$ cat src/rtl/btn_pkg.sv
// Shared definitions for the pushbutton conditioner.
//   db_state_t         : per-channel debounce FSM state
//   DB_CYCLES_DEFAULT  : default stability count (cycles) for accepting a level change
package btn_pkg;

  typedef enum logic [1:0] {
    IDLE_LO,  // debounced low, input quiet
    ARM_HI,   // input went high, counting toward acceptance
    HOLD_HI,  // debounced high
    ARM_LO    // input went low, counting toward release
  } db_state_t;

  localparam int unsigned DB_CYCLES_DEFAULT = 16;

endpackage : btn_pkg

$ cat src/rtl/button_conditioner_if.sv
// Per-button signal bundle between a raw pushbutton and its conditioned outputs.
//   raw   : asynchronous raw button level
//   lvl   : debounced level
//   pulse : one-cycle press pulse
// Modports:
//   master : button/consumer side (drives raw, observes lvl/pulse)
//   slave  : conditioner side (observes raw, drives lvl/pulse)
interface button_conditioner_if;

  logic raw;
  logic lvl;
  logic pulse;

  modport master (output raw, input lvl, input pulse);
  modport slave  (input raw, output lvl, output pulse);

endinterface : button_conditioner_if

$ cat src/rtl/debounce_channel.sv
// One pushbutton channel: 2-flop synchronizer, stability counter, 4-state
// debounce FSM, registered debounced level and registered press pulse.
// Ports:
//   clk : clock, all state on rising edge
//   rs  : synchronous active-low reset
//   ch  : slave side of the button bundle (raw in, lvl/pulse out)
module debounce_channel
  import btn_pkg::*;
#(
  parameter int unsigned DB_CYCLES = DB_CYCLES_DEFAULT,
  parameter int unsigned CNT_W     = $clog2(DB_CYCLES)
) (
  input  logic                 clk,
  input  logic                 rs,
  button_conditioner_if.slave  ch
);

  localparam logic [CNT_W-1:0] CNT_ONE  = CNT_W'(1);
  localparam logic [CNT_W-1:0] CNT_LAST = CNT_W'(DB_CYCLES - 1);

  logic             s1_q, s2_q;
  db_state_t        state_q, state_d;
  logic [CNT_W-1:0] cnt_q, cnt_d;
  logic             lvl_q, lvl_d;
  logic             pulse_q, pulse_d;

  always_ff @(posedge clk) begin
    if (!rs) begin
      s1_q    <= 1'b0;
      s2_q    <= 1'b0;
      state_q <= IDLE_LO;
      cnt_q   <= '0;
      lvl_q   <= 1'b0;
      pulse_q <= 1'b0;
    end else begin
      s1_q    <= ch.raw;
      s2_q    <= s1_q;
      state_q <= state_d;
      cnt_q   <= cnt_d;
      lvl_q   <= lvl_d;
      pulse_q <= pulse_d;
    end
  end

  // Entering an ARM state already counts the first stable cycle (counter=1),
  // so acceptance happens on the DB_CYCLES-th consecutive stable sample.
  // The counter leaves the ARM state at CNT_LAST, so it never wraps.
  always_comb begin
    state_d = state_q;
    cnt_d   = '0;
    case (state_q)
      IDLE_LO: begin
        if (s2_q) begin
          state_d = ARM_HI;
          cnt_d   = CNT_ONE;
        end
      end
      ARM_HI: begin
        if (!s2_q) begin
          state_d = IDLE_LO;
        end else if (cnt_q == CNT_LAST) begin
          state_d = HOLD_HI;
        end else begin
          cnt_d = cnt_q + CNT_ONE;
        end
      end
      HOLD_HI: begin
        if (!s2_q) begin
          state_d = ARM_LO;
          cnt_d   = CNT_ONE;
        end
      end
      ARM_LO: begin
        if (s2_q) begin
          state_d = HOLD_HI;
        end else if (cnt_q == CNT_LAST) begin
          state_d = IDLE_LO;
        end else begin
          cnt_d = cnt_q + CNT_ONE;
        end
      end
      default: state_d = IDLE_LO;
    endcase

    // Outputs are decoded from the next state so the registered level and
    // pulse line up with the state register update.
    lvl_d   = (state_d == HOLD_HI) || (state_d == ARM_LO);
    pulse_d = (state_q == ARM_HI) && (state_d == HOLD_HI);
  end

  assign ch.lvl   = lvl_q;
  assign ch.pulse = pulse_q;

endmodule : debounce_channel

$ cat src/rtl/button_conditioner.sv
// Two-channel pushbutton conditioner: debounces two asynchronous raw buttons
// and produces a debounced level plus a one-cycle press pulse per channel.
// Ports:
//   clk      : clock
//   rs       : synchronous active-low reset
//   btn1_raw : raw pushbutton 1 (asynchronous)
//   btn2_raw : raw pushbutton 2 (asynchronous)
//   p1, p2   : one-cycle press pulses (to downstream FSM p1/p2 inputs)
//   lvl1,lvl2: debounced levels
module button_conditioner
  import btn_pkg::*;
#(
  parameter int unsigned DB_CYCLES = DB_CYCLES_DEFAULT,
  parameter int unsigned CNT_W     = $clog2(DB_CYCLES)
) (
  input  logic clk,
  input  logic rs,
  input  logic btn1_raw,
  input  logic btn2_raw,
  output logic p1,
  output logic p2,
  output logic lvl1,
  output logic lvl2
);

  button_conditioner_if ch1_if ();
  button_conditioner_if ch2_if ();

  assign ch1_if.raw = btn1_raw;
  assign ch2_if.raw = btn2_raw;

  debounce_channel #(
    .DB_CYCLES (DB_CYCLES),
    .CNT_W     (CNT_W)
  ) u_ch1 (
    .clk (clk),
    .rs  (rs),
    .ch  (ch1_if.slave)
  );

  debounce_channel #(
    .DB_CYCLES (DB_CYCLES),
    .CNT_W     (CNT_W)
  ) u_ch2 (
    .clk (clk),
    .rs  (rs),
    .ch  (ch2_if.slave)
  );

  assign p1   = ch1_if.pulse;
  assign lvl1 = ch1_if.lvl;
  assign p2   = ch2_if.pulse;
  assign lvl2 = ch2_if.lvl;

endmodule : button_conditioner
$ cat config.mk
export PLATFORM = sky130hd
export DESIGN_NAME = button_conditioner
export DESIGN_NICKNAME = d
export VERILOG_FILES = /design/src/rtl/btn_pkg.sv /design/src/rtl/button_conditioner_if.sv /design/src/rtl/debounce_channel.sv /design/src/rtl/button_conditioner.sv
export SDC_FILE = /design/constraint.sdc
export NUM_CORES = 1
export LEC_CHECK = 0
export ABC_AREA = 1
export ABC_CLOCK_PERIOD_IN_PS = 2800
export CORE_MARGIN = 4
export CORE_UTILIZATION = 50
export CTS_CLUSTER_DIAMETER = 60
export DETAILED_ROUTE_END_ITERATION = 7
export PLACE_DENSITY_LB_ADDON = 0.25
export SYNTH_ARGS = -nofsm -noshare
export SYNTH_HDL_FRONTEND = slang
export SYNTH_SLANG_ARGS = --single-unit
$ cat constraint.sdc
create_clock -name clk -period 2.8 [get_ports clk]
set_input_delay 0.56 -clock clk [delete_from_list [all_inputs] [get_ports clk]]
set_output_delay 0.56 -clock clk [all_outputs]
set_load 0.01 [all_outputs]
==> metrics <==
status=finished, final reports clean; Core ar.=1510 sq um; initial core utilization=0.526; sequential share of power=0.667; startpoint types=register; Post-Route WL=1.25 mm; R2R Setup Slk=between 1.5 and 2 ns; FF+latch count, synth=20; Setup TNS Final=0 ns; Total Power=0.437 mW; critical path data required time=between 2 and 2.5 ns; hold_sp=u_ch1.s1_q; Layout Cells excl Fill=131; Layout area overhead=13.3%; WL per Instance=roughly 9.5 um; gr busiest metal=met2; Cell Area, Synth=around 790 sq um; hold worst-path end=u_ch1.s2_q; # setup viols final=0; Fill cells=around 150; main combinational cell family by area after synthesis=simple AND/OR/NAND/NOR gates; die area=between 2000 and 2500 sq um; CTS tree=done; multi-input logic area=324 sq um; ANT nets after route=0; skew final=approximately 0.00089 ns; TritonCTS Buffers=3; Die X=roughly 48 um; simple-gate share of the synthesized area=0.352; Adder-Cell Fraction of Synth Area=0.0316; RSZ-0062 raised after global routing=no; Slew @ Worst Pin=between 0.4 and 0.5 ns; largest cells by area after synthesis=dfxtp_1 (51%), nand2_1 (14%), inv_1 (7.6%), nor2_1 (7.1%), nand3_1 (5.1%); CTS root buf=clkbuf_4; XOR/XNOR Fraction of Synth Area=0; sequential-to-total area share from yosys stat=0.506; Worst VDD drop=between 0.0003 and 0.0004 V; drt via density=approximately 4.9; top cell type's share of synthesized area=0.506; Area after DPL=a little under 900 sq um; Net Count, Synth=112; Compound-Gate Fraction of Synth Area=0.0253; PD cells=between 400 and 500 nW/um^2; IO Pins=8; Setup WS pre-CTS=between 0.9 and 1 ns; Cell variety after synth=15; Global Route Usage Sum=0.130; Async SR Flop Fraction=0; CP Cell Sequence=clkdlybuf4s50_1; Final GP Congestion=about 0.8; cts repair resizes=0; clock sink count=20; via count=636; period utilisation layout=0.609; min Tclk post-route=~1.7 ns; Critical-path top delay cell=clkdlybuf4s50_1; worst hold stages=2; Avg Cell Area, Syn=between 7 and 8 sq um; Final Cell Area=between 800 and 900 sq um; fin nets=roughly 120; H-tree levels=1; # DRC=0; Int Pwr=about 0.35 mW; Port Buffer Count=7; Max Clock Freq=about 0.59 GHz; Yosys top cell by area=dfxtp_1; critical path capture point type=primary output; Worst R2R End=u_ch2.ch.lvl; number of max-cap violations=0; CTS Hold Bufs=0; crit path kind=reg -> out; gate count of the mapped netlist=106; Net Sw Power=0.0912 mW; GR Util met3=0.0263; FF-to-FF path depth=6; top-count cell post-synth=nand2_1; storage element area=400 sq um; number of antenna violations at the first check in global routing=0; Synthesis Warnings=0; CP Data Arrival Time=~1.1 ns; Post-synth EDFFs=0; row count=14; final setup margin=around 1.1 ns; post-synthesis mux area share=0; first-pass GRT wire length=about 2.1 mm; share of cells above drive strength 1=0.0696; Max transition margin=0.710; Clock Pin Slew Worst Setup and Hold Paths=0.10 ns; postcts setup bufs=0; Combinational Power Share=0.039; met1 usage=0.181; die height=between 40 and 50 um; worst path bufs/invs=1; DR pass1 iterations=4; Max Root-Sink Buffers=2; antenna fix cells=0; Commonest cells post-synth=nand2_1 (30), dfxtp_1 (20), inv_1 (16); Final Hold Fails=0; Post-synth top flop=dfxtp_1; RR Startpoint=u_ch2.cnt_q[0]; Slew Viols, Final=0; vias in the first global route=around 530; Detailed Place HPWL=approximately 910 um; Sw Ratio=0.209; slowest stage delay, CP=approximately 0.53 ns; CP delay by family, top=buffers and inverters; Hold Path Class=reg -> reg; Clock power frac=0.294; total grt overflow=0; M2 GR Usage=0.190; DRT iter0 DRCs=10; Worst Path Max Fanout=1; Worst-Skew Late Latency=~0.29 ns; largest net degree at the start of global routing=14; LEAKAGE=around 0.41 nW; Post-Place Cells=about 130
==> cell usage in the layout, fill, tap and decap left out, drive strengths merged <==
| cell type | n |
|---|---|
| nand2 | 32 |
| nand4 | 4 |
| nand3 | 8 |
| nor2 | 17 |
| ha | 2 |
| inv | 16 |
| clkbuf | 3 |
| nor3 | 2 |
| o21ai | 2 |
| clkdlybuf4s50 | 7 |
| dfxtp | 20 |
| a21oi | 2 |
==> layer usage <==
layer / wire length [um] / vias to the layer above
li1: - / 346
met1: 637 / 279
met2: 532 / 9
met3: 61 / 2
met4: 14 / 0
met5: 0 / -
==> layout make-up <==
class                   count  share of cell area
multi-input cells          69               0.361
flip-flops and latches     20               0.446
repair buffers              7              0.0781
clock buffers               3              0.0251
inverters                  16              0.0669
well taps                  16              0.0223
==> how the worst max path moves through the flow <==
stage / end / depth (start not counted) / slack (ns) / from
2_1_floorplan: u_ch1.ch.lvl / 6 / 1.75 / u_ch1.cnt_q[0]
4_1_cts: lvl2 / 1 / 1.08 / u_ch2.ch.lvl
3_5_place_dp: u_ch2.cnt_q[2] / 5 / 1.0 / rs
3_3_place_gp: u_ch1.cnt_q[2] / 5 / 1.05 / rs
6_report: lvl2 / 1 / 1.10 / u_ch2.ch.lvl
5_1_grt: lvl2 / 1 / 1.05 / u_ch2.ch.lvl
==> registers in the layout, indices dropped and copies added (netlist names) <==
register        count
u_ch1.ch.lvl        1
u_ch1.s1_q          1
u_ch2.s1_q          1
u_ch1.cnt_q         4
u_ch2.ch.lvl        1
u_ch1.state_q       2
u_ch1.s2_q          1
u_ch2.ch.pulse      1
u_ch2.cnt_q         4
u_ch2.s2_q          1
u_ch1.ch.pulse      1
u_ch2.state_q       2
==> logic make-up (layout without fill, tap and decap cells) <==
group / count (synthesis) / in the layout
DFF: 20 / 20
buffers and inverters: 17 / 26
adders and majority gates: 2 / 2
AOI/OAI and AO/OA: 4 / 4
and+or+nand+nor: 63 / 63
==> power groups by stage <==
stage | Clock, mW | Combinational [mW] | Sequential, mW
2_1_floorplan | 0 | 0.0114 | 0.297
3_3_place_gp | 0 | 0.0165 | 0.298
3_5_place_dp | 0 | 0.0170 | 0.298
4_1_cts | 0.134 | 0.0171 | 0.292
5_1_grt | 0.145 | 0.0199 | 0.292
6_report | 0.129 | 0.0170 | 0.292
==> through the flow <==
stage | hold slack, ns | utilization
final | 0.424 | 0.596
after global routing | 0.456 | 0.596
after CTS | 0.429 | 0.596
after detailed placement | 0.405 | 0.581
after global placement | 0.395 | 0.581
after floorplan | 0.390 | -
No activity file was read; power rests on OpenSTA's default activity.
